$ cat src/rtl/vlsu_cam_alloc.sv
// rtl/vlsu_cam_alloc.sv - circular-age slot allocator driving the VLSU CAM write/clear/head/enable ports
module vlsu_cam_alloc #(
    parameter  int WIDTH   = 50,
    parameter  int DEPTH   = 32,
    parameter  int READ    = 3,
    localparam int ADDRESS = $clog2(DEPTH)
) (
    input  logic                     clk,
    input  logic                     rst,
    input  logic                     alloc_valid_i,
    input  logic [WIDTH-1:0]         alloc_data_i,
    output logic                     alloc_ready_o,
    output logic [ADDRESS-1:0]       alloc_idx_o,
    input  logic                     retire_i,
    input  logic                     flush_i,
    output logic                     cam_write_o,
    output logic [ADDRESS-1:0]       cam_write_addr_o,
    output logic [WIDTH-1:0]         cam_write_data_o,
    output logic                     cam_clear_o,
    output logic [ADDRESS-1:0]       cam_clear_addr_o,
    output logic [ADDRESS-1:0]       cam_head_o,
    output logic [READ*DEPTH-1:0]    cam_enable_o,
    output logic [ADDRESS:0]         count_o,
    output logic                     full_o,
    output logic                     empty_o
);

    logic [ADDRESS-1:0] tail_q;
    logic [ADDRESS-1:0] head_q;
    logic [ADDRESS:0]   count_q;
    logic [DEPTH-1:0]   valid_q;
    logic [DEPTH-1:0]   valid_next;

    logic               wr_strobe_q;
    logic [ADDRESS-1:0] wr_addr_q;
    logic [WIDTH-1:0]   wr_data_q;
    logic               clr_strobe_q;
    logic [ADDRESS-1:0] clr_addr_q;

    logic handshake;
    logic do_retire;

    assign full_o        = (count_q == (ADDRESS+1)'(DEPTH));
    assign empty_o       = (count_q == '0);
    assign alloc_ready_o = !full_o && !flush_i && !rst;
    assign handshake     = alloc_valid_i && alloc_ready_o;
    assign do_retire     = retire_i && !empty_o && !flush_i;

    assign alloc_idx_o      = tail_q;
    assign cam_head_o       = head_q;
    assign count_o          = count_q;
    assign cam_write_o      = wr_strobe_q;
    assign cam_write_addr_o = wr_addr_q;
    assign cam_write_data_o = wr_data_q;
    assign cam_clear_o      = clr_strobe_q;
    assign cam_clear_addr_o = clr_addr_q;
    assign cam_enable_o     = {READ{valid_q}};

    // A slot becomes searchable only once its write has landed; a same-edge retire of that slot wins.
    always_comb begin
        valid_next = valid_q;
        if (wr_strobe_q) begin
            valid_next[wr_addr_q] = 1'b1;
        end
        if (do_retire) begin
            valid_next[head_q] = 1'b0;
        end
    end

    always_ff @(posedge clk) begin
        if (rst || flush_i) begin
            tail_q       <= '0;
            head_q       <= '0;
            count_q      <= '0;
            valid_q      <= '0;
            wr_strobe_q  <= 1'b0;
            wr_addr_q    <= '0;
            wr_data_q    <= '0;
            clr_strobe_q <= 1'b0;
            clr_addr_q   <= '0;
        end else begin
            wr_strobe_q  <= handshake;
            clr_strobe_q <= do_retire;
            valid_q      <= valid_next;

            if (handshake) begin
                wr_addr_q <= tail_q;
                wr_data_q <= alloc_data_i;
                tail_q    <= tail_q + ADDRESS'(1);
            end

            if (do_retire) begin
                clr_addr_q <= head_q;
                head_q     <= head_q + ADDRESS'(1);
            end

            case ({handshake, do_retire})
                2'b10:   count_q <= count_q + (ADDRESS+1)'(1);
                2'b01:   count_q <= count_q - (ADDRESS+1)'(1);
                default: count_q <= count_q;
            endcase
        end
    end

endmodule
$ cat config.mk
export PLATFORM = sky130hd
export DESIGN_NAME = vlsu_cam_alloc
export DESIGN_NICKNAME = d
export VERILOG_FILES = /design/src/rtl/vlsu_cam_alloc.sv
export SDC_FILE = /design/constraint.sdc
export NUM_CORES = 1
export LEC_CHECK = 0
export CORE_MARGIN = 2
export CORE_UTILIZATION = 35
export CTS_BUF_LIST = sky130_fd_sc_hd__clkbuf_8
export CTS_CLUSTER_DIAMETER = 50
export CTS_CLUSTER_SIZE = 30
export DETAILED_ROUTE_END_ITERATION = 6
export PLACE_DENSITY = 0.7
export SETUP_SLACK_MARGIN = 0.4
export SLEW_MARGIN = 10
export SYNTH_ARGS = -nofsm -noshare
export SYNTH_HDL_FRONTEND = slang
export SYNTH_SLANG_ARGS = --single-unit
$ cat constraint.sdc
create_clock -name clk -period 3.8 [get_ports clk]
set_input_delay 0.95 -clock clk [delete_from_list [all_inputs] [get_ports clk]]
set_output_delay 0.95 -clock clk [all_outputs]
set_load 0.01 [all_outputs]
==> flow_summary.yaml, run 1 <==
logic_synthesis:
  async_flop_share: 0
  yosys.area.top_type: "dfxtp_1"
  synthCells: 580
  synth_top_area_share: 0.452
  yosysMostFrequentCell: "nand2_1"
  synth_xor_area_frac: 0.00718
  synth_mux_area_frac: 0
  synth_common_cells: "nand2_1, dfxtp_1, a21oi_1"
  syn_nets: 646
  ys.flop_type: "dfxtp_1"
  yosys-top-cells-area: "dfxtp_1, a21oi_1, buf_4, nand2_1, a311oi_1"
  ys_seq_area_frac: 0.452
  synth_cell_type_count: 44
  synth-simple-area-share: 0.170
  synth_top_family_by_area: "compound AO/OA/AOI/OAI gates"
  avgSynthCellArea_um2: 8.41
  syn-cell-area_mm2: 0.00488
  ys_ff_latch: 110
  synth_compound_area_frac: 0.198
  synth_fa_ha_area_frac: 0.0298
  synth_edf_count: 0
  synth_warnings: 0
pwr:
  p_leak_nw: 2.42
  ir_drop_v: 0.000149
  power_density_mw_per_mm2: 298
timing:
  fin_crit_sh: 0.869
  worst_slew_pin_slew_ns: 1.27
  hold_viol_final: 0
  finalSetupViolations: 0
  finalCriticalPeriod_ns: 3.30
  clock_skew_ns: 0.00899
  rsz0062_at_grt: "false"
  drv_slew: 0
  maxSlewHeadroom: 0.153
  max_freq_ghz: 0.303
  setup-tns-final_ns: 0
cells_and_area:
  regArea_mm2: 0.00220
  final_cells: 904
  fill_cells: 1282
  final_area_mm2: 0.00698
  drive_gt1_frac: 0.0387
  final_nets: 787
  multi_input_area_mm2: 0.00198
  area_delta_synth_final_pct: 43.2
  antenna_cells: 0
global_routing:
  grt_util_all_layers: 0.186
  antenna_found_initial: 0
  grt_start_max_net_pins: 102
  first_global_vias: 4243
  grt-ovfl-total: 0
  grt_pass1_wl_um: 21900
detailed_routing:
  vias: 4570
  antenna_left: 0
  wl_per_cell_um: 15.8
  drc: 0
  first_pass_iters: 4
  drt-total-wl_um: 14300
  drt-vias-per-instance: 5.06
  drt_first_iter_violations: 402
setup_path:
  crit_arrival_ns: 2.35
  endpoint_kind: "primary output"
  crit_path_cell_trace: "clkdlybuf4s50_1, or2_4, nor2_1, clkdlybuf4s50_1"
  cpPeakStageDelay_ns: 0.57
  critPathMaxFanout: 3
  cp_common_cell: "clkdlybuf4s50_1"
  worstSetupPathType: "in2out"
  cp_slowest_cell: "clkdlybuf4s50_1"
  cp.required_ns: 2.85
  start_kind: "input pin"
  worst_r2r_path_depth: 9
run:
  cap_viol_max_count: 0
clock_tree:
  clock-root-buffer: "clkbuf_8"
  post-cts-setup-buffers: 0
  clock_sinks: 110
  clk_path_buf_depth: 2
  clkTransAtPathRegs_ns: 0.10
  numCtsBuffers: 9
  cts_resized: 0
  cts_tree: "yes"
  htreeDepth: 3
  hold_buffers: 0
  clock_latency_ns: 0.38
worst_hold_path:
  hp-class: "reg2reg"
  hold_path_depth: 2
place:
  numPortBuffers: 231
  placed_cell_area_mm2: 0.00680
  finalWeightedCongestion: 0.847
  dp_hpwl_um: 10200
  dp.cells: 890
floorplanning:
  die-area_mm2: 0.0149
  core.rowCount: 43
  io_pins: 232
  initial_core_util: 0.355
  die_w_um: 122
  die_h_um: 122
  coreArea_mm2: 0.0137
run_status:
  status: "completed"
## per-stage QoR
step                      worst slack [ns]  power (mW)   util  hold slack (ns)
after detailed placement             0.140        1.40  0.495            0.447
final                                0.498        2.08  0.509            0.457
after global placement               0.234        1.40  0.495            0.441
after CTS                            0.485        2.10  0.509            0.460
after global routing                 0.432        2.16  0.509            0.480
after floorplan                      0.454        1.29      -            0.479
## area by class of cell
class / count / share of cell area
clock buffer: 10 / 0.0197
clock inverter: 4 / 0.00717
inverter: 10 / 0.00538
multi-input combinational: 354 / 0.284
sequential: 110 / 0.315
tap: 180 / 0.0323
timing repair buffer: 236 / 0.336
## layer usage
layer	up-vias	global-route usage	part of all wire
met5	-	0	0
met2	216	0.320	0.50
li1	2196	-	-
met1	2130	0.219	0.39
met3	28	0.0599	0.088
met4	0	0.0603	0.021
## state kept, by name (all words and copies together) (netlist names)
register          flops
cam_write_data_o     50
valid_q              32
count_o               6
alloc_idx_o           5
cam_clear_addr_o      5
cam_head_o            5
cam_write_addr_o      5
cam_clear_o           1
cam_write_o           1
## report_power, final
part | total (mW) | internal (mW) | switching, mW
Combinational | 0.193 | 0.103 | 0.0895
Clock | 0.702 | 0.315 | 0.387
Sequential | 1.18 | 1.17 | 0.0126
Total | 2.08 | 1.59 | 0.489
## worst max-delay path, delay by kind of cell
kind	cells	cell delay [ns]
buffers and inverters	2	1.01
and+or+nand+nor	2	0.39
## final timing paths
check	end	from	slack, ns
setup reg to reg	count_o[5]$_SDFFE_PP0P_	count_o[1]$_SDFFE_PP0P_	0.62
hold reg to reg	cam_write_data_o[25]$_SDFFE_PP0P_	cam_write_data_o[25]$_SDFFE_PP0P_	0.46
hold / removal	cam_write_data_o[25]$_SDFFE_PP0P_	cam_write_data_o[25]$_SDFFE_PP0P_	0.46
setup / recovery	alloc_ready_o	flush_i	0.50
## cells by family after synthesis
family	after synthesis
AND/OR/NAND/NOR	185
AO/OA/AOI/OAI	154
buffers and inverters	116
flip-flops	110
adder cells (fa/ha/maj)	11
XOR/XNOR	4
## cells in the final DEF (no fill, tap or decap), types with 2 or more instances in the layout
cell | Yosys | layout
clkdlybuf4s50_1 | 0 | 231
a211oi_1 | 9 | 9
o21ai_0 | 5 | 5
nor3b_1 | 9 | 9
o21a_1 | 5 | 5
a21o_1 | 2 | 2
and3_1 | 4 | 4
and3b_1 | 5 | 5
inv_1 | 9 | 10
ha_1 | 10 | 9
nand3_1 | 3 | 3
clkbuf_8 | 0 | 10
a21oi_1 | 99 | 99
nor3_1 | 5 | 5
nor2_1 | 18 | 18
xnor2_1 | 3 | 3
nor2b_1 | 3 | 3
a311oi_1 | 24 | 24
nand2_1 | 125 | 125
or3_1 | 4 | 4
buf_4 | 64 | 5
o31ai_4 | 2 | 2
dfxtp_1 | 110 | 110
No activity file was read; power rests on OpenSTA's default activity.
==> run 2, diff against run 1 <==
- CORE_MARGIN: 2 -> unset
- CTS_CLUSTER_SIZE: 30 -> 12
- DONT_BUFFER_PORTS: unset -> 1
- PLACE_DENSITY: 0.7 -> unset
==> run 2 against run 1 <==
Combinational power down 56%. Clock skew up 0.0016 ns. Largest power group unchanged. Global-route usage down 1.7 points. Flip-flop and latch count unchanged. Via count down 20%. Register-to-register slack worse by 0.06 ns. Power up 0.18%. Sequential power about the same. Worst hold slack better by 0.052 ns. Critical path type is now reg2reg. Utilization down 16 points.
==> flow_summary.yaml, run 2 (same netlist as run 1, synthesis figures left out) <==
cells_and_area:
  fill_cells: 1382
  area_delta_synth_final_pct: -3.67
  antenna_cells: 0
  largest_reg_flops: 50
  mostFrequentLayoutCell: "nand2_1"
  final_cells: 670
  drive_gt1_frac: 0.0607
  post-route-util: 0.351
  final_area_mm2: 0.00470
  final_nets: 555
  final_cell_mix: "nand2_1, dfxtp_1, a21oi_1, a311oi_1, nor2_1"
clock_tree:
  clock_latency_ns: 0.37
  clock-root-buffer: "clkbuf_8"
  post-cts-setup-buffers: 0
  htreeDepth: 3
  clkTransAtPathRegs_ns: 0.11
  numCtsBuffers: 9
  cts_tree: "yes"
  clk_path_buf_depth: 2
  cts_resized: 0
  hold_buffers: 0
  clock_sinks: 110
timing:
  max_freq_ghz: 0.308
  clock_skew_ns: 0.0106
  finalCriticalPeriod_ns: 3.24
  hold_ws_ns: 0.509
  worst_slew_pin_slew_ns: 1.08
  drv_slew: 0
  setup-tns-final_ns: 0
  rsz0062_at_grt: "false"
  setup_slack_ns: 0.556
  fin_crit_sh: 0.854
  hold_viol_final: 0
  maxSlewHeadroom: 0.281
  finalSetupViolations: 0
worst_hold_path:
  hp-class: "reg2reg"
place:
  finalWeightedCongestion: 0.743
  placed_cell_area_mm2: 0.00447
  numPortBuffers: 0
  place_worst_setup_slack_ns: 0.584
  dp_hpwl_um: 8300
  dp.cells: 654
setup_path:
  crit_family: "simple AND/OR/NAND/NOR gates"
  endpoint_kind: "register"
  cp_slowest_cell: "or4_4"
  crit_arrival_ns: 3.53
  cp.required_ns: 4.08
  start_kind: "register"
  crit_path_cell_trace: "or4_4, o31ai_4, inv_2, ha_2, ha_1, or4b_2, a21o_1, and4_1, o21a_1"
  critPathMaxFanout: 9
  cpPeakStageDelay_ns: 0.64
  cp.buffers_inverters: 1
  worstSetupPathType: "reg2reg"
detailed_routing:
  antenna_left: 0
  vias: 3672
  drt-vias-per-instance: 5.48
  drc: 0
  first_pass_iters: 5
  drt-total-wl_um: 12300
  drt_first_iter_violations: 209
  wl_per_cell_um: 18.3
floorplanning:
  die_h_um: 120
  die_w_um: 120
  initial_core_util: 0.364
  io_pins: 232
  coreArea_mm2: 0.0134
  core.rowCount: 42
  die-area_mm2: 0.0144
pwr:
  p_total_mw: 2.08
  p_leak_nw: 1.62
  ir_drop_v: 0.000239
  power_density_mw_per_mm2: 443
run_status:
  status: "completed"
global_routing:
  first_global_vias: 3475
  antenna_found_initial: 0
  grt_util_all_layers: 0.169
  grt-ovfl-total: 0
  grt_pass1_wl_um: 18800
  grt_start_max_net_pins: 102
run:
  cap_viol_max_count: 0
==> run 2: layout make-up <==
class                      count  area [µm²]  share of cell area
tap                          176         220              0.0469
multi-input combinational    354        1980               0.422
clock buffer                   9         124              0.0264
clock inverter                 7         104              0.0221
timing repair buffer           4        30.0             0.00639
sequential                   110        2200               0.469
inverter                      10        37.5             0.00799
==> run 2: power breakdown <==
group / internal [mW] / switching (mW) / leakage (nW)
registers: 1.17 / 0.0259 / 0.891
logic: 0.0235 / 0.0608 / 0.612
clock network: 0.381 / 0.420 / 0.115
total: 1.58 / 0.507 / 1.62
==> run 2: worst paths after layout <==
| kind | start | end | slack, ns | cells after the start |
|---|---|---|---|---|
| hold / removal | cam_write_data_o[7]$_SDFFE_PP0P_ | cam_write_data_o[7]$_SDFFE_PP0P_ | 0.51 | 2 |
| hold reg to reg | cam_write_data_o[7]$_SDFFE_PP0P_ | cam_write_data_o[7]$_SDFFE_PP0P_ | 0.51 | 2 |
| setup / recovery | count_o[1]$_SDFFE_PP0P_ | count_o[5]$_SDFFE_PP0P_ | 0.56 | 9 |
| setup reg to reg | count_o[1]$_SDFFE_PP0P_ | count_o[5]$_SDFFE_PP0P_ | 0.56 | 9 |
==> run 2: tightest hold or removal path: stages, from the launching register on <==
cell and delay [ns]:
dfxtp_1 0.35, nand2_1 0.07, a21oi_1 0.05
==> run 2: per-layer routing <==
metal  wire length (µm)  vias to the layer above  GRT usage
met5                  0                        -          0
met2               6100                      181      0.287
met3               1010                       19     0.0594
met1               4980                     1739      0.194
li1                   -                     1733          -
met4                189                        0     0.0594
==> run 3, diff against run 2 <==
- ABC_CLOCK_PERIOD_IN_PS: unset -> 3800
==> results of run 3 <==
No change in the layout: final DEF, timing and power equal those of run 2.
